$ cat src/rtl/present_core_param.sv
// Round-based PRESENT block cipher core with an 80- or 128-bit key.
// It runs one round per clock in either direction. Decryption first
// walks the key schedule forward to the last round key (KEYPREP). It
// then unwinds the schedule on the fly while it runs the inverse rounds.
module present_core_param #(
  parameter int KEY_WIDTH = 80
) (
  input  logic                 clk,
  input  logic                 reset,
  input  logic                 start,
  input  logic                 mode,
  input  logic [63:0]          data_in,
  input  logic [KEY_WIDTH-1:0] key,
  output logic                 busy,
  output logic                 done,
  output logic [63:0]          data_out,
  output logic [4:0]           round_count
);

  generate
    if (KEY_WIDTH != 80 && KEY_WIDTH != 128) begin : g_bad_key_width
      $error("present_core_param: KEY_WIDTH must be 80 or 128");
    end
  endgenerate

  // Bit position where the round counter is folded into the key register.
  localparam int CNT_LSB   = (KEY_WIDTH == 128) ? 62 : 15;
  // The 128-bit schedule substitutes two nibbles instead of one.
  localparam bit DUAL_SBOX = (KEY_WIDTH == 128);

  localparam logic [1:0] S_IDLE    = 2'd0;
  localparam logic [1:0] S_KEYPREP = 2'd1;
  localparam logic [1:0] S_ENC     = 2'd2;
  localparam logic [1:0] S_DEC     = 2'd3;

  function automatic logic [3:0] sbox4(input logic [3:0] x);
    logic [3:0] y;
    case (x)
      4'h0:    y = 4'hC;
      4'h1:    y = 4'h5;
      4'h2:    y = 4'h6;
      4'h3:    y = 4'hB;
      4'h4:    y = 4'h9;
      4'h5:    y = 4'h0;
      4'h6:    y = 4'hA;
      4'h7:    y = 4'hD;
      4'h8:    y = 4'h3;
      4'h9:    y = 4'hE;
      4'hA:    y = 4'hF;
      4'hB:    y = 4'h8;
      4'hC:    y = 4'h4;
      4'hD:    y = 4'h7;
      4'hE:    y = 4'h1;
      4'hF:    y = 4'h2;
      default: y = 4'h0;
    endcase
    return y;
  endfunction

  function automatic logic [3:0] inv_sbox4(input logic [3:0] x);
    logic [3:0] y;
    case (x)
      4'h0:    y = 4'h5;
      4'h1:    y = 4'hE;
      4'h2:    y = 4'hF;
      4'h3:    y = 4'h8;
      4'h4:    y = 4'hC;
      4'h5:    y = 4'h1;
      4'h6:    y = 4'h2;
      4'h7:    y = 4'hD;
      4'h8:    y = 4'hB;
      4'h9:    y = 4'h4;
      4'hA:    y = 4'h6;
      4'hB:    y = 4'h3;
      4'hC:    y = 4'h0;
      4'hD:    y = 4'h7;
      4'hE:    y = 4'h9;
      4'hF:    y = 4'hA;
      default: y = 4'h0;
    endcase
    return y;
  endfunction

  function automatic logic [63:0] sbox_layer(input logic [63:0] s);
    logic [63:0] r;
    r = 64'd0;
    for (int n = 0; n < 16; n++) begin
      r[6'(4*n) +: 4] = sbox4(s[6'(4*n) +: 4]);
    end
    return r;
  endfunction

  function automatic logic [63:0] inv_sbox_layer(input logic [63:0] s);
    logic [63:0] r;
    r = 64'd0;
    for (int n = 0; n < 16; n++) begin
      r[6'(4*n) +: 4] = inv_sbox4(s[6'(4*n) +: 4]);
    end
    return r;
  endfunction

  // Bit i travels to (16*i) mod 63; bit 63 stays put.
  function automatic logic [63:0] p_layer(input logic [63:0] s);
    logic [63:0] r;
    r = 64'd0;
    for (int i = 0; i < 63; i++) begin
      r[6'((16*i) % 63)] = s[6'(i)];
    end
    r[63] = s[63];
    return r;
  endfunction

  function automatic logic [63:0] inv_p_layer(input logic [63:0] s);
    logic [63:0] r;
    r = 64'd0;
    for (int i = 0; i < 63; i++) begin
      r[6'(i)] = s[6'((16*i) % 63)];
    end
    r[63] = s[63];
    return r;
  endfunction

  // Forward schedule step: rotate left 61, substitute, add the counter.
  function automatic logic [KEY_WIDTH-1:0] key_update(input logic [KEY_WIDTH-1:0] k,
                                                      input logic [4:0] c);
    logic [KEY_WIDTH-1:0] r;
    r = {k[KEY_WIDTH-62:0], k[KEY_WIDTH-1:KEY_WIDTH-61]};
    r[KEY_WIDTH-1 -: 4] = sbox4(r[KEY_WIDTH-1 -: 4]);
    r[KEY_WIDTH-5 -: 4] = DUAL_SBOX ? sbox4(r[KEY_WIDTH-5 -: 4]) : r[KEY_WIDTH-5 -: 4];
    r[CNT_LSB +: 5] = r[CNT_LSB +: 5] ^ c;
    return r;
  endfunction

  // Backward schedule step: undo the counter, undo the S-box, rotate right 61.
  function automatic logic [KEY_WIDTH-1:0] key_inv_update(input logic [KEY_WIDTH-1:0] k,
                                                          input logic [4:0] c);
    logic [KEY_WIDTH-1:0] r;
    r = k;
    r[CNT_LSB +: 5] = r[CNT_LSB +: 5] ^ c;
    r[KEY_WIDTH-1 -: 4] = inv_sbox4(r[KEY_WIDTH-1 -: 4]);
    r[KEY_WIDTH-5 -: 4] = DUAL_SBOX ? inv_sbox4(r[KEY_WIDTH-5 -: 4]) : r[KEY_WIDTH-5 -: 4];
    return {r[60:0], r[KEY_WIDTH-1:61]};
  endfunction

  logic [1:0]           fsm_q, fsm_d;
  logic [63:0]          state_q, state_d;
  logic [KEY_WIDTH-1:0] key_q, key_d;
  logic [4:0]           cnt_q, cnt_d;
  logic [63:0]          dout_q, dout_d;
  logic                 done_q, done_d;
  logic                 busy_q;

  logic [KEY_WIDTH-1:0] key_fwd_s;
  logic [KEY_WIDTH-1:0] key_bwd_s;
  logic [63:0]          rk_s;
  logic [63:0]          rk_fwd_s;
  logic [63:0]          enc_round_s;
  logic [63:0]          dec_round_s;

  // Round datapath: next key in both directions and one round each way.
  always_comb begin
    key_fwd_s   = key_update(key_q, cnt_q);
    key_bwd_s   = key_inv_update(key_q, cnt_q);
    rk_s        = key_q[KEY_WIDTH-1 -: 64];
    rk_fwd_s    = key_fwd_s[KEY_WIDTH-1 -: 64];
    enc_round_s = p_layer(sbox_layer(state_q ^ rk_s));
    dec_round_s = inv_sbox_layer(inv_p_layer(state_q)) ^ key_bwd_s[KEY_WIDTH-1 -: 64];
  end

  // Control FSM and next-state selection for state, key, counter and result.
  always_comb begin
    fsm_d   = fsm_q;
    state_d = state_q;
    key_d   = key_q;
    cnt_d   = cnt_q;
    dout_d  = dout_q;
    done_d  = 1'b0;
    case (fsm_q)
      S_IDLE: begin
        if (start) begin
          state_d = data_in;
          key_d   = key;
          cnt_d   = 5'd1;
          fsm_d   = mode ? S_KEYPREP : S_ENC;
        end else begin
          fsm_d = S_IDLE;
        end
      end
      S_ENC: begin
        key_d   = key_fwd_s;
        state_d = enc_round_s;
        if (cnt_q == 5'd31) begin
          // The final round carries the post-whitening with round key 32.
          dout_d = enc_round_s ^ rk_fwd_s;
          done_d = 1'b1;
          cnt_d  = 5'd0;
          fsm_d  = S_IDLE;
        end else begin
          cnt_d = cnt_q + 5'd1;
        end
      end
      S_KEYPREP: begin
        key_d = key_fwd_s;
        if (cnt_q == 5'd31) begin
          // The key register now holds round key 32. Strip the whitening
          // and let DEC unwind from there.
          state_d = state_q ^ rk_fwd_s;
          fsm_d   = S_DEC;
        end else begin
          cnt_d = cnt_q + 5'd1;
        end
      end
      S_DEC: begin
        key_d   = key_bwd_s;
        state_d = dec_round_s;
        if (cnt_q == 5'd1) begin
          dout_d = dec_round_s;
          done_d = 1'b1;
          cnt_d  = 5'd0;
          fsm_d  = S_IDLE;
        end else begin
          cnt_d = cnt_q - 5'd1;
        end
      end
      default: begin
        fsm_d = S_IDLE;
        cnt_d = 5'd0;
      end
    endcase
  end

  // State registers with synchronous, dominant reset.
  always_ff @(posedge clk) begin
    if (reset) begin
      fsm_q   <= S_IDLE;
      state_q <= 64'd0;
      key_q   <= '0;
      cnt_q   <= 5'd0;
      dout_q  <= 64'd0;
      done_q  <= 1'b0;
      busy_q  <= 1'b0;
    end else begin
      fsm_q   <= fsm_d;
      state_q <= state_d;
      key_q   <= key_d;
      cnt_q   <= cnt_d;
      dout_q  <= dout_d;
      done_q  <= done_d;
      busy_q  <= (fsm_d != S_IDLE);
    end
  end

  assign busy        = busy_q;
  assign done        = done_q;
  assign data_out    = dout_q;
  assign round_count = cnt_q;

endmodule

$ cat config.mk
export PLATFORM = sky130hd
export DESIGN_NAME = present_core_param
export DESIGN_NICKNAME = d
export VERILOG_FILES = /design/src/rtl/present_core_param.sv
export SDC_FILE = /design/constraint.sdc
export NUM_CORES = 1
export LEC_CHECK = 0
export ABC_AREA = 1
export BUFFER_PORTS_ARGS = -buffer_cell sky130_fd_sc_hd__buf_2
export CELL_PAD_IN_SITES_DETAIL_PLACEMENT = 1
export CELL_PAD_IN_SITES_GLOBAL_PLACEMENT = 1
export CORE_UTILIZATION = 44
export CTS_CLUSTER_SIZE = 8
export DETAILED_ROUTE_END_ITERATION = 10
export PLACE_DENSITY = 0.95
export SETUP_SLACK_MARGIN = 0.3
export SLEW_MARGIN = 5
export SYNTH_ARGS = -nofsm -noshare
export SYNTH_HDL_FRONTEND = slang
export SYNTH_SLANG_ARGS = --single-unit
$ cat constraint.sdc
create_clock -name clk -period 4.3 [get_ports clk]
set_input_delay 0.645 -clock clk [delete_from_list [all_inputs] [get_ports clk]]
set_output_delay 0.645 -clock clk [all_outputs]
set_load 0.005 [all_outputs]
Word-level counts from Yosys, hierarchy flattened
Memories as Yosys holds them, arrays and structs flattened. A register that Yosys moved wholly into a read port is not among the register bits.
Cells that the tools add are included.

storage, ports and cells
  register bits after elaboration = 217
  memory bits (read-only) = 1152
  logic and storage cells = 92
  memories = 18

operators by class
  $add $sub $neg = 2
  equal/unequal tests = 10
  multiplexer cells = 42
  bitwise operators = 6
  reductions and logical operators = 7

memory list
  memory           words  width  read ports  clocked after memory_dff  wr ports  line  RTL
  (no name shown)  16     4      1           1                         0         38    case (x)
  (no name shown)  16     4      1           1                         0         62    case (x)
  (no name shown)  16     4      1           0                         0         38
  (no name shown)  16     4      1           0                         0         38
  (no name shown)  16     4      1           0                         0         38
  (no name shown)  16     4      1           0                         0         38
  +12 memories     -      -      -           -                         -         -

operators with widths
  operator             count
  $mux 64              4
  $pmux 64 s4          1
  $pmux 80 s3          1
  $pmux 64 s2          1
  $xor 32x64->64       2
  $mux 4               20
  $mux 80              1
  $xor 64x64->64       1
  $xor 32x32->32       1
  $mux 5               4
  $pmux 5 s4           1
  $mux 2               5
  $ne 2x2->1 const B   5
  $xor 5x5->5          2
  $pmux 2 s4           1
  $add 5x1->5 const B  1
  $eq 5x1->1 const B   1
  $eq 5x5->1 const B   1
  $sub 5x1->5 const B  1
  $eq 2x2->1 const B   2
  $reduce_and 2->1     2
  $reduce_bool 2->1    2
  $reduce_and 3->1     1
  $eq 2x1->1 const B   1
  4 further kinds      5

Longest topological paths before layout
Gate-level depths: netlist of run 1.

  depth after elaboration = 6
  gate-level depth with buffers = 16
  gate-level depth less buffers = 15

Least setup slack after synthesis of run 1
No wires, ideal clock.

  path type = register -> register
  start = register fsm_q[0]
  end = register, netlist name key_bwd_s[17]
  arrival time = 2158 ps
  required time = 4242 ps
  slack = 2083 ps
  stages on the path, launching flop included = 16
  path buffers = 1
  path through = dfxtp_1 inv_1 ha_1 buf_4 nand2_1 o21ai_1 nand2_1 nand2_1 o21ai_1 nor2_1 inv_2 ha_1 or2_1 o21ai_0 nand2_1 nand2_1

between the ends
  word-level cells in the longest chain between the ends = 5
  elaborated cells on any way between the ends = 9
  those cells by class = eq/ne: 4; mux: 3; reduce/logical: 2

ends and longest elaborated chain
  item                                      line  RTL
  start, declared                           145   logic [1:0] fsm_q, fsm_d;
  start signal, assigned                    243   fsm_q <= fsm_d;
  $eq 2x1->1 or $eq 2x2->1 (tied branches)  178   case (fsm_q)
  $reduce_or 2->1 (no line)                 -
  $pmux 80 s3                               178
  $mux 4 (no line) * (2 in a row)           -

Mark *: on every way between the ends. The rest lies on a longest branch, timed or not.
A chain may end at the register's enable or synchronous reset.

Worst setup path after layout of run 1
  start = register fsm_q[0]
  end = register dout_q[51], in the netlist data_out[51]

between the ends
  word-level cells in the longest chain between the ends = 3
  elaborated cells on any way between the ends = 7
  those cells by class = eq/ne: 4; mux: 1; reduce/logical: 2

ends and longest elaborated chain
  item                                                       line  RTL
  $eq 2x2->1                                                 178
  $ne 2x2->1 (no line) or $reduce_bool 2->1 (tied branches)  -
  $reduce_and 3->1 (no line)                                 -
  end signal, assigned                                       247   dout_q <= dout_d;
  end, declared                                              149   logic [63:0] dout_q, dout_d;

Several ways; a longest one is shown, not always the timed one.

==> results of run 1 <==
[metal layers]
layer / share of wire / wire [um]
met2: 0.47 / 28200
met3: 0.071 / 4260
met1: 0.39 / 23300
met5: 0 / 0
met4: 0.074 / 4480
[worst max-delay path: stages, from the launching register on]
cell	delay, ns
sky130_fd_sc_hd__dfxtp_1	0.42
sky130_fd_sc_hd__ha_1	0.19
sky130_fd_sc_hd__buf_4	0.38
sky130_fd_sc_hd__inv_2	0.32
sky130_fd_sc_hd__a21oi_1	0.26
sky130_fd_sc_hd__nand2_2	0.26
sky130_fd_sc_hd__inv_4	0.38
sky130_fd_sc_hd__buf_4	0.41
sky130_fd_sc_hd__o21ai_0	0.17
sky130_fd_sc_hd__a31oi_1	0.25
[cells by family (layout without fill, tap and decap cells)]
kind of cell / after synthesis / after routing / share of synthesized area
other: 0 / 1 / 0
flip-flops: 225 / 225 / 0.329
XOR/XNOR: 36 / 36 / 0.0236
adder cells (fa/ha/maj): 37 / 37 / 0.0338
AND/OR/NAND/NOR: 914 / 914 / 0.273
buffers and inverters: 349 / 476 / 0.110
AO/OA/AOI/OAI: 533 / 533 / 0.231
[layout make-up]
class	instances	area, sq um
clock inverter	3	33.8
fill	4084	15000
clock buffer	39	891
multi-input combinational	1520	7690
sequential	225	4500
inverter	226	858
antenna	1	2.50
tap	396	495
timing repair buffer	208	1110
[power by group through the flow]
stage	Clock [W]	Combinational, W	Sequential, W
detailed placement	0	0.00148	0.00256
finish	0.00247	0.00154	0.00254
floorplan	0	0.00103	0.00245
CTS	0.00248	0.00151	0.00252
global placement	0	0.00140	0.00255
global route	0.00256	0.00169	0.00254
[path summary, 6_finish.rpt]
| check | endpoint | slack (ns) | cells past startpoint |
|---|---|---|---|
| max | data_out[51] | 1.14 | 9 |
| min | key_q[29] | 0.42 | 3 |
| max reg2reg | data_out[51] | 1.14 | 9 |
| min reg2reg | data_out[63] | 0.50 | 2 |
[cells in the final DEF, fill, tap and decap left out, drive strengths merged]
cell type	synthesis	final
dfxtp	225	225
xor2	26	26
a211oi	7	7
diode	0	1
nand2	641	641
o221ai	14	14
ha	37	37
inv	226	228
a31oi	48	48
or2	1	1
clkbuf	47	39
o211ai	20	20
nor2	116	116
a221oi	40	40
clkinv	0	1
o21a	1	1
buf	76	208
a21oi	182	182
o22ai	51	51
o21ai	170	170
nand3	156	156
xnor2	10	10
[stage by stage]
step            util  hold WS [ns]  cell area, sq um  total power, W
2_1_floorplan      -         0.457             13700         0.00348
5_1_grt        0.510         0.428             15600         0.00679
4_1_cts        0.510         0.406             15600         0.00651
3_3_place_gp   0.479         0.472             14700         0.00395
6_report       0.510         0.419             15600         0.00655
3_5_place_dp   0.479         0.485             14700         0.00404
==> results list, run 1 <==
- Crit path kind: register to register
* Number of global-route vias before repair: 16423
- Global routing finished with a remaining overflow of 0.
- Setup repair after global routing left no endpoint under its margin.
* Synthesized net count: 2279
- Yosys printed 0 warnings.
- Clk Tree Root Cell: sky130_fd_sc_hd__clkbuf_16
- In this run, synthesis inferred 0 flip-flops with an integrated enable.
* Share of async-settable or async-resettable flops after synthesis: 0
* Setup TNS: 0 ns
- Counting every instance in the synthesized netlist gives 2094.
- Pin count of the biggest net entering global routing: 103
* Number of buffers on the longest clock path: 3
- Pins over their slew limit: 0
* Average wire per standard cell: 23.0 um
* Area enclosed by the die boundary: 31800 sq um
* Slew margin rel.: 0.219
* Worst Path Arrival: 3.59 ns
- The synthesized design contains 225 register bits.
- Most crowded layer after global routing: met2
* Clock network latency to the later pin of the worst-skew pair: 0.52 ns
- Total instance count after detailed placement: 2575
* Element type at the critical path start: register
- Sequential group share of total power: 0.387
- In this run, post-CTS hold repair placed 0 buffers.
* Leading register cell type out of synthesis: sky130_fd_sc_hd__dfxtp_1
- Most common cell in the netlist: sky130_fd_sc_hd__nand2_1
- Critical path launch point: fsm_q[0]
* Class of the worst hold path: input port to register
* Result of the run: completed
- Met2 Resource Use GR: 0.639
- Port Buf Inserts: 186
* Met1 demand-to-capacity share in global routing: 0.436
- A synthesized cell averages 6.54 sq um.
- Wires add up to 60200 um.
* Initial core utilization: 0.448
- Yosys mapped the design onto 36 distinct sky130hd cell types.
- Of the total power, the share spent switching nets is 0.356.
- Ranked by instance count, the synthesized netlist is headed by 622 x sky130_fd_sc_hd__nand2_1, 225 x sky130_fd_sc_hd__dfxtp_1, 191 x sky130_fd_sc_hd__inv_1.
* Reg-to-Reg Start: fsm_q[0]
- Number of DRC violations after detailed-routing iteration 0: 1487
* Area growth syn-to-layout: 13.8%
- Routed Antenna Nets: 0
- TritonCTS created 34 clock buffers.
* Nature of the critical path endpoint: register
- In this run, post-CTS repair resized a total of 0 instances.
* Minimum setup slack in the final design: 1.14 ns
* Mapped Area: 13700 sq um
- Maximum operating frequency: 316 MHz
- For this run, global-route usage on met3 was measured as 0.0565.
* Top cell type by total area after synthesis: sky130_fd_sc_hd__dfxtp_1
- Ranked by total cell area, the synthesized netlist is headed by sky130_fd_sc_hd__dfxtp_1 33%, sky130_fd_sc_hd__nand2_1 17%, sky130_fd_sc_hd__a21oi_1 6.2%.
- The share of synthesized area in the top cell type comes to 0.329.
- Die boundary width: 178 um
- Power spread over the standard cell area amounts to 420 nW/um^2.
* Layout Cells excl Fill: 2618
* Switching power: 0.00233 W
- Actual transition at the worst max-transition pin: 1.17 ns
- Leak: 7.06 nW
- Final hold viol count: 0
* Core Region: 30600 sq um
- Length of the first detailed-routing pass in iterations: 5
* Hold Crit Start: key[29]
- In the routed layout, each cell is associated on average with a via count of 6.04.
- Summed over all nets, the half-perimeter wirelength after detailed placement is 42600 um.
- In the routed design, unresolved DRC markers number 0.
- Layout net count: 2400
- Across the run, the number of max-cap violations was 0.
* Y dimension of the die: 178 um
* Max rail drop VDD: 0.000328 V
- Before CTS, the worst setup slack after placement is 1.16 ns.
- Post-layout min period: 3.16 ns
- Worst clock skew on the final layout: 0.0165 ns
- The share of the Yosys chip area taken by registers is 0.329.
- RD Place Congestion: 0.962
- Data on the critical path is required at its endpoint by 4.73 ns.
- IO Count: 219
- Clock-pin slew was measured on the worst setup and hold paths at 0.05 ns.
- Highest fanout seen on the critical path: 35
- Of the available clock period, the critical path in the final layout requires 0.735.
* Number of vias after detailed routing: 15813
- The first global-routing pass estimated 91700 um of wire.
- The H-tree generated during clock tree synthesis spans 2 levels.
* Number of antenna violations at the first check in global routing: 2
* Total global-route track usage: 0.378
- Number of failing setup endpoints in the final timing report: 0
- TritonCTS built the clock tree.
* Share of power burned in the clock network: 0.378
* Int Pwr: 0.00422 W
- Number of sinks on the clock net: 225
- Post-CTS setup buffer count: 0
- Ratio of cells with drive above 1 in the final layout: 0.154
- In this run the core area contains 64 standard-cell rows.
- Of the total power, combinational logic draws 0.235.
Note: power is estimated with default switching activity, not from simulation.
==> run 2: changes to the inputs <==
--- a/config.mk
+++ b/config.mk
@@ -5,14 +5,14 @@
 export SDC_FILE = /design/constraint.sdc
 export NUM_CORES = 1
 export LEC_CHECK = 0
-export ABC_AREA = 1
+export ABC_AREA = 0
 export BUFFER_PORTS_ARGS = -buffer_cell sky130_fd_sc_hd__buf_2
 export CELL_PAD_IN_SITES_DETAIL_PLACEMENT = 1
 export CELL_PAD_IN_SITES_GLOBAL_PLACEMENT = 1
-export CORE_UTILIZATION = 44
+export CORE_UTILIZATION = 43
 export CTS_CLUSTER_SIZE = 8
 export DETAILED_ROUTE_END_ITERATION = 10
-export PLACE_DENSITY = 0.95
+export PLACE_DENSITY = 0.9
 export SETUP_SLACK_MARGIN = 0.3
 export SLEW_MARGIN = 5
 export SYNTH_ARGS = -nofsm -noshare
==> constraint.sdc (replaced) <==
create_clock -name clk -period 3.25 [get_ports clk]
set_input_delay 0.4875 -clock clk [delete_from_list [all_inputs] [get_ports clk]]
set_output_delay 0.4875 -clock clk [all_outputs]
set_load 0.005 [all_outputs]
==> run 2 against run 1 <==
  * Sequential share of layout area rose by 0.66 points
  * Core utilization increased by 0.35 points
  * Design area down 2.2%
  * Final cell count fell by 22%
  * Via count decreased by 16%
  * Power rose by 28%
  * Highest routed layer unchanged
==> results list, run 2 <==
* Met1 demand-to-capacity share in global routing: 0.416
- Entering global routing, the biggest net connects 86 pins.
- Synthesis produced 1517 cells.
* Max rail drop VDD: 0.000298 V
- sky130_fd_sc_hd__dfxtp_1 is the most common cell in the netlist.
* Pins over their slew limit: 0
- Total DRC errors in the routed layout: 0
* Share of async-settable or async-resettable flops after synthesis: 0
* Total clock buffers created by CTS: 34
- Max-cap violations in this run came to 0.
- At the later pin of the worst-skew pair, clock insertion delay measures 0.51 ns.
- Synthesis inferred 225 register bits.
- Post-Route WL: 52000 um
* Die boundary width: 176 um
- Sequential cell area: 4510 sq um
- The flow ran to the end, and the final reports show no timing, DRC or antenna violations.
- Setup violations remaining at the end of the flow were counted as 0.
* Required time at the worst-slack endpoint: 3.62 ns
* Maximum operating frequency: 358 MHz
* Number of DRC violations after detailed-routing iteration 0: 1588
* Total power of the final layout: 0.00840 W
- Area of the multi-input gates: 7800 sq um
- Global route total overflow: 0
- Element type at the critical path start: register
- Count of synthesis-stage warnings from yosys: 0
* Top cell type by total area after synthesis: sky130_fd_sc_hd__dfxtp_1
- Number of H-tree levels: 2
* Register area share after synthesis: 0.346
* Worst Path Arrival: 3.17 ns
- The share of synthesized area in the top cell type comes to 0.346.
* Number of vias after detailed routing: 13269
* Port Buf Inserts: 186
- The global routing stage identified its most utilized layer as met2.
- Leak: 6.08 nW
* Cell with the largest stage delay on the worst path: sky130_fd_sc_hd__a41oi_1
- The die covers 31000 sq um.
* Clk Tree Root Cell: sky130_fd_sc_hd__clkbuf_16
* P per Cell Area: 551 nW/um^2
- Met3 GRT Util: 0.0680
- Measured against its own limit, the worst slew margin works out to 0.384.
- Class of the worst hold path: input port to register
- Setup TNS: 0 ns
- Number of buffers on the longest clock path: 3
- Flop2flop setup slack: 0.45 ns
* IO Count: 219
- The number of antenna violations at the first check in global routing came to 1.
- RD Place Congestion: 0.971
- Synthesized net count: 1702
- Worst path max stage delay: 0.39 ns
* Leading register cell type out of synthesis: sky130_fd_sc_hd__dfxtp_1
- Average wire per standard cell: 25.5 um
- In the final design database the tool counted 1827 nets.
- Mapped Area: 13000 sq um
- Worst clock skew on the final layout: 0.0183 ns
- Fill cells in the final layout number 3494.
* Crit path kind: register to register
* Number of sinks on the clock net: 225
* Hold path cells: 3
* Via density per instance: 6.52
- The count of final hold-check violations came to 0.
* Ratio of cells with drive above 1 in the final layout: 0.209
- The number of antenna diodes in the final layout is 0.
- Actual transition at the worst max-transition pin: 0.924 ns
- Number of global-route vias before repair: 13405
- Number of hold buffers added after cts: 0
* Hold Path End: fsm_q[0]
- In this run the most critical hold path is launched from mode.
- The die is 176 um tall.
- Portion of the clock cycle consumed by the worst path in the final layout: 0.861
- Core Region: 29700 sq um
- In this run the worst path has a maximum fanout of 26.
* Depth of the worst register-to-register path: 10
* EDFF count, synth: 0
- Count of standard-cell rows: 63
- Routed Antenna Nets: 0
- The first global-routing pass estimated 78500 um of wire.
- Top post-synthesis cells by count: 225 x sky130_fd_sc_hd__dfxtp_1, 174 x sky130_fd_sc_hd__nand2_1, 140 x sky130_fd_sc_hd__a21oi_1
* Mean Syn Cell Area: 8.58 sq um
* Total global-route track usage: 0.329
- Cell types with the largest area share after synthesis: sky130_fd_sc_hd__dfxtp_1 35%, sky130_fd_sc_hd__a221o_1 7.2%, sky130_fd_sc_hd__o211ai_1 5.5%
- DP HPWL: 35500 um
- The initial utilization of the core area, before any placement, comes to 0.438.
- Setup repair after global routing could not meet its margin everywhere.
* Reg-to-Reg Start: round_count[0]
- CTS clk-pin slew, worst paths: 0.05 ns
- For met2 alone, demand over resource in global routing was 0.524.
- The critical path goes through ha_1 -> and3_1 -> ha_1 -> nand2b_1 -> nand2_1 -> buf_4 -> a21oi_1 -> a41oi_1 -> nor2b_1 -> nor3_1.
* Most frequent cell on the critical path: sky130_fd_sc_hd__ha_1
- The synthesized netlist contains 77 unique library cells.
- The library cell used most frequently in the layout, excluding fill and tap cells, is sky130_fd_sc_hd__dfxtp_1.
- Nature of the critical path endpoint: register
- CTS tree: yes
- For the finished layout, the period the worst path requires is 2.80 ns.
- Most frequent cells in the layout: 223 x sky130_fd_sc_hd__dfxtp_1, 185 x sky130_fd_sc_hd__buf_2, 174 x sky130_fd_sc_hd__nand2_1
* Length of the first detailed-routing pass in iterations: 6
* Area growth syn-to-layout: 17.2%
run 2: changes by cell type after synthesis, sizes merged, moves of 40 or more:
| cell | delta |
|---|---|
| nand2 | -467 |
| o22ai | -50 |
| inv | -182 |
| nand3 | -128 |
| mux2i | +45 |
| a31oi | -46 |
| o21ai | -136 |
| a221o | +94 |
| o211ai | +76 |
| a21oi | -40 |
| clkbuf | +42 |
| xor2 | +45 |
run 2: cells by family (layout without fill, tap and decap cells):
logic type | Yosys count | in the layout | share of synthesized area
adders and majority gates | 37 | 37 | 0.0356
and+or+nand+nor | 404 | 404 | 0.141
AOI/OAI and AO/OA | 485 | 485 | 0.276
buffers and inverters | 192 | 320 | 0.0615
xor gates and xnor gates | 115 | 115 | 0.0857
muxes | 59 | 59 | 0.0545
DFF | 225 | 225 | 0.346
run 2: area by class of cell:
class                   instances  area share
clock buffers                  36      0.0577
clock inverters                 3     0.00246
inverters                      46      0.0113
multi-input cells            1100       0.511
flip-flops and latches        225       0.295
well taps                     390      0.0320
repair buffers                235      0.0897
run 2: timing repair:
action / in CTS / in global routing
gates cloned: 0 / 0
setup endpoints to repair: 3 / 10
resized for setup: 2 / 8
pin swaps: 0 / 0
buffers inserted: 0 / 1
run 2: worst max-delay path by stage:
| stage | start | endpoint | slack (ns) | depth (start not counted) |
|---|---|---|---|---|
| floorplan | fsm_q[0] | key_bwd_s[16] | 0.53 | 12 |
| global placement | fsm_q[0] | key_bwd_s[16] | 0.46 | 11 |
| detailed placement | fsm_q[0] | key_bwd_s[16] | 0.33 | 11 |
| CTS | fsm_q[1] | key_bwd_s[16] | 0.31 | 11 |
| global route | fsm_q[0] | key_bwd_s[16] | 0.28 | 10 |
| finish | round_count[0] | register | 0.45 | 10 |
run 2: per-stage QoR:
step | setup slack [ns] | hold WS (ns) | instances | util | cell area (sq um)
after floorplan | 0.534 | 0.449 | 1517 | - | 13000
after global placement | 0.457 | 0.436 | 1995 | 0.481 | 14300
after detailed placement | 0.325 | 0.448 | 1995 | 0.481 | 14300
after CTS | 0.314 | 0.264 | 2034 | 0.512 | 15200
after global routing | 0.284 | 0.276 | 2035 | 0.513 | 15300
final | 0.453 | 0.272 | 2035 | 0.513 | 15300
run 2: where the power goes:
part	internal, W	switching, W
combinational	0.000761	0.00115
sequential	0.00297	0.000303
clock	0.00191	0.00130
run 2: routing by layer:
layer | vias up | share of wire
li1 | 5760 | -
met2 | 795 | 0.45
met1 | 6513 | 0.40
met5 | - | 0
met3 | 201 | 0.094
met4 | 0 | 0.055
run 2: critical path, delay by kind of cell (launching register included):
family / cells / cell delay, ns
simple gates: 5 / 0.97
compound gates: 2 / 0.53
fa+ha+maj: 2 / 0.48
flops: 1 / 0.31
buf+inv: 1 / 0.35
==> run 3: changes to the inputs <==
--- a/config.mk
+++ b/config.mk
@@ -9,10 +9,11 @@
 export BUFFER_PORTS_ARGS = -buffer_cell sky130_fd_sc_hd__buf_2
 export CELL_PAD_IN_SITES_DETAIL_PLACEMENT = 1
 export CELL_PAD_IN_SITES_GLOBAL_PLACEMENT = 1
-export CORE_UTILIZATION = 43
+export CORE_UTILIZATION = 44
+export CTS_BUF_LIST = sky130_fd_sc_hd__clkbuf_8
 export CTS_CLUSTER_SIZE = 8
 export DETAILED_ROUTE_END_ITERATION = 10
-export PLACE_DENSITY = 0.9
+export PLACE_DENSITY = 0.92
 export SETUP_SLACK_MARGIN = 0.3
 export SLEW_MARGIN = 5
 export SYNTH_ARGS = -nofsm -noshare
==> run 3 against run 2 <==
  * Clock skew increased by 0.021 ns
  * Core utilization increased by 0.81 points
  * Sequential power about the same
  * Flip-flop and latch count unchanged
  * Highest routed layer unchanged
==> results list, run 3 (synthesis gave the netlist of run 2 again) <==
- Highest fanout seen on the critical path: 11
- Core Region: 28900 sq um
- RSZ-0062 raised after global routing: yes
* Area growth syn-to-layout: 15.9%
* Filler cells: 3467
- For this run the aggregate overflow at the end of global routing stands at 0.
* Hold Crit Start: key[5]
* Flop2flop setup slack: 0.44 ns
- Slew margin rel.: 0.417
* Average wire per standard cell: 25.8 um
- On the final layout, the worst clock skew is 0.0390 ns.
- Post-Route WL: 53200 um
* Number of vias after detailed routing: 13353
* Pin count of the biggest net entering global routing: 71
- The tool flagged a number of max-cap violations equal to 0.
- Number of DRC violations after detailed-routing iteration 0: 1680
- Timing analysis after detailed placement gives a worst setup slack of 0.341 ns.
- Class of the worst hold path: input port to register
- Layout net count: 1832
- Power comes to 0.00799 W.
- The first global-routing pass estimated 80700 um of wire.
* CTS clk-pin slew, worst paths: 0.06 ns
* Sequential cell area: 4510 sq um
* Area of the multi-input gates: 7780 sq um
* Area enclosed by the die boundary: 30300 sq um
- Max rail drop VDD: 0.000312 V
- At the pin with the least slew margin, the transition time is 0.864 ns.
* Worst Path Arrival: 3.23 ns
- Number of sinks on the clock net: 225
* Total DRC errors in the routed layout: 0
- STA classifies the critical path startpoint as a register.
- In this run the post-CTS setup repair buffer count came out at 0.
- Most frequent cells in the layout: 224 x sky130_fd_sc_hd__dfxtp_1, 185 x sky130_fd_sc_hd__buf_2, 174 x sky130_fd_sc_hd__nand2_1
- DP HPWL: 36700 um
* Reg-to-Reg Start: fsm_q[1]
- Final hold viol count: 0
* Number of global-route vias before repair: 13623
- Total clock buffers created by CTS: 42
* Crit path kind: register to register
- Setup violations remaining at the end of the flow were counted as 0.
* Ratio of cells with drive above 1 in the final layout: 0.216
* Via density per instance: 6.48
- Number of antenna violations at the first check in global routing: 0
- TritonCTS built the clock tree.
- For hold timing, the worst endpoint is key_q[5].
- For this configuration, the core starts out at a cell density of 0.450.
* RD Place Congestion: 0.925
* Count of standard-cell rows: 62
* Number of buffers on the longest clock path: 3
* Leak: 6.06 nW
* Setup TNS: 0 ns
* Depth of the worst register-to-register path: 8
- Result of the run: completed
- Most common cell after layout, fill and taps aside: sky130_fd_sc_hd__dfxtp_1
- The count of pins over their slew limit came to 0.
- Dividing the final minimum period by the clock period gives 0.865.
* Maximum operating frequency: 356 MHz
- P per Cell Area: 530 nW/um^2
* IO Count: 219
- For the worst-skew pair, the clock arrives at the later sink with an insertion delay of 0.58 ns.
- Before antenna repair, the detailed router went through 5 iterations.
- Post-layout min period: 2.81 ns
* Port Buf Inserts: 186
* Nature of the critical path endpoint: register
- The detail route stage leaves a number of antenna-violating nets equal to 0.
- The H-tree was split into 2 levels.
- The floorplan step set the die height to 174 um.
- The worst hold path was traced through 3 stages.
- Clk Tree Root Cell: sky130_fd_sc_hd__clkbuf_8
* Critical register-to-register path endpoint: key_bwd_s[16]
* Total global-route track usage: 0.345
- STA puts the critical path data required time at 3.67 ns.
- Die boundary width: 174 um
* Minimum setup slack in the final design: 0.437 ns
## run 3: changes by cell type in the layout (fill, tap and decap cells not counted), moves of 8 or more
| cell | before | now |
|---|---|---|
| sky130_fd_sc_hd__clkbuf_16 | 35 | 0 |
| sky130_fd_sc_hd__clkinv_2 | 0 | 8 |
| sky130_fd_sc_hd__inv_1 | 36 | 45 |
| sky130_fd_sc_hd__clkbuf_8 | 1 | 53 |
## run 3: repair_timing
action / 4_1_cts / 5_1_grt
hold buffers: 0 / 0
resized for setup: 0 / 3
setup endpoints to repair: 0 / 12
## run 3: cell type report
type	count	share of cell area
Timing Repair Buffer	232	0.0867
Antenna cell	1	0.000166
Clock inverter	20	0.00697
Inverter	46	0.0114
Sequential cell	225	0.299
Clock buffer	53	0.0484
Multi-Input combinational cell	1100	0.516
Tap cell	384	0.0318
## run 3: per-layer routing
metal | part of all wire | global-route usage
met4 | 0.056 | 0.189
met1 | 0.40 | 0.444
met5 | 0 | 0
met2 | 0.45 | 0.542
met3 | 0.096 | 0.0698
## run 3: worst max path at each step
stage / startpoint / end / depth (start not counted)
2_1_floorplan: fsm_q[0] / key_bwd_s[16] / 12
3_3_place_gp: fsm_q[0] / key_bwd_s[16] / 10
3_5_place_dp: fsm_q[0] / key_bwd_s[16] / 10
4_1_cts: fsm_q[0] / key_bwd_s[16] / 10
5_1_grt: fsm_q[1] / key_bwd_s[16] / 10
6_report: fsm_q[1] / key_bwd_s[16] / 8
## run 3: power breakdown
part / total (W) / internal [W] / leakage (nW) / switching [W]
Sequential: 0.00326 / 0.00296 / 1.85 / 0.000298
Clock: 0.00280 / 0.00147 / 0.467 / 0.00133
Combinational: 0.00193 / 0.000753 / 3.75 / 0.00118
Total: 0.00799 / 0.00519 / 6.06 / 0.00280
## run 3: worst max-delay path, cell delays in order (launching register included)
cell and delay [ns]:
sky130_fd_sc_hd__dfxtp_1 0.46, sky130_fd_sc_hd__inv_1 0.17, sky130_fd_sc_hd__ha_2 0.49, sky130_fd_sc_hd__a221oi_1 0.16, sky130_fd_sc_hd__o31ai_4 0.42, sky130_fd_sc_hd__nor2b_1 0.45
sky130_fd_sc_hd__mux2_1 0.37, sky130_fd_sc_hd__nor2_1 0.09, sky130_fd_sc_hd__a21oi_1 0.05
## run 3: per-stage QoR
stage / hold slack, ns / instances / utilization / area [sq um]
floorplan: 0.449 / 1517 / - / 13000
global placement: 0.442 / 1987 / 0.492 / 14200
detailed placement: 0.451 / 1987 / 0.492 / 14200
CTS: 0.222 / 2060 / 0.521 / 15100
global route: 0.233 / 2060 / 0.521 / 15100
finish: 0.230 / 2061 / 0.521 / 15100
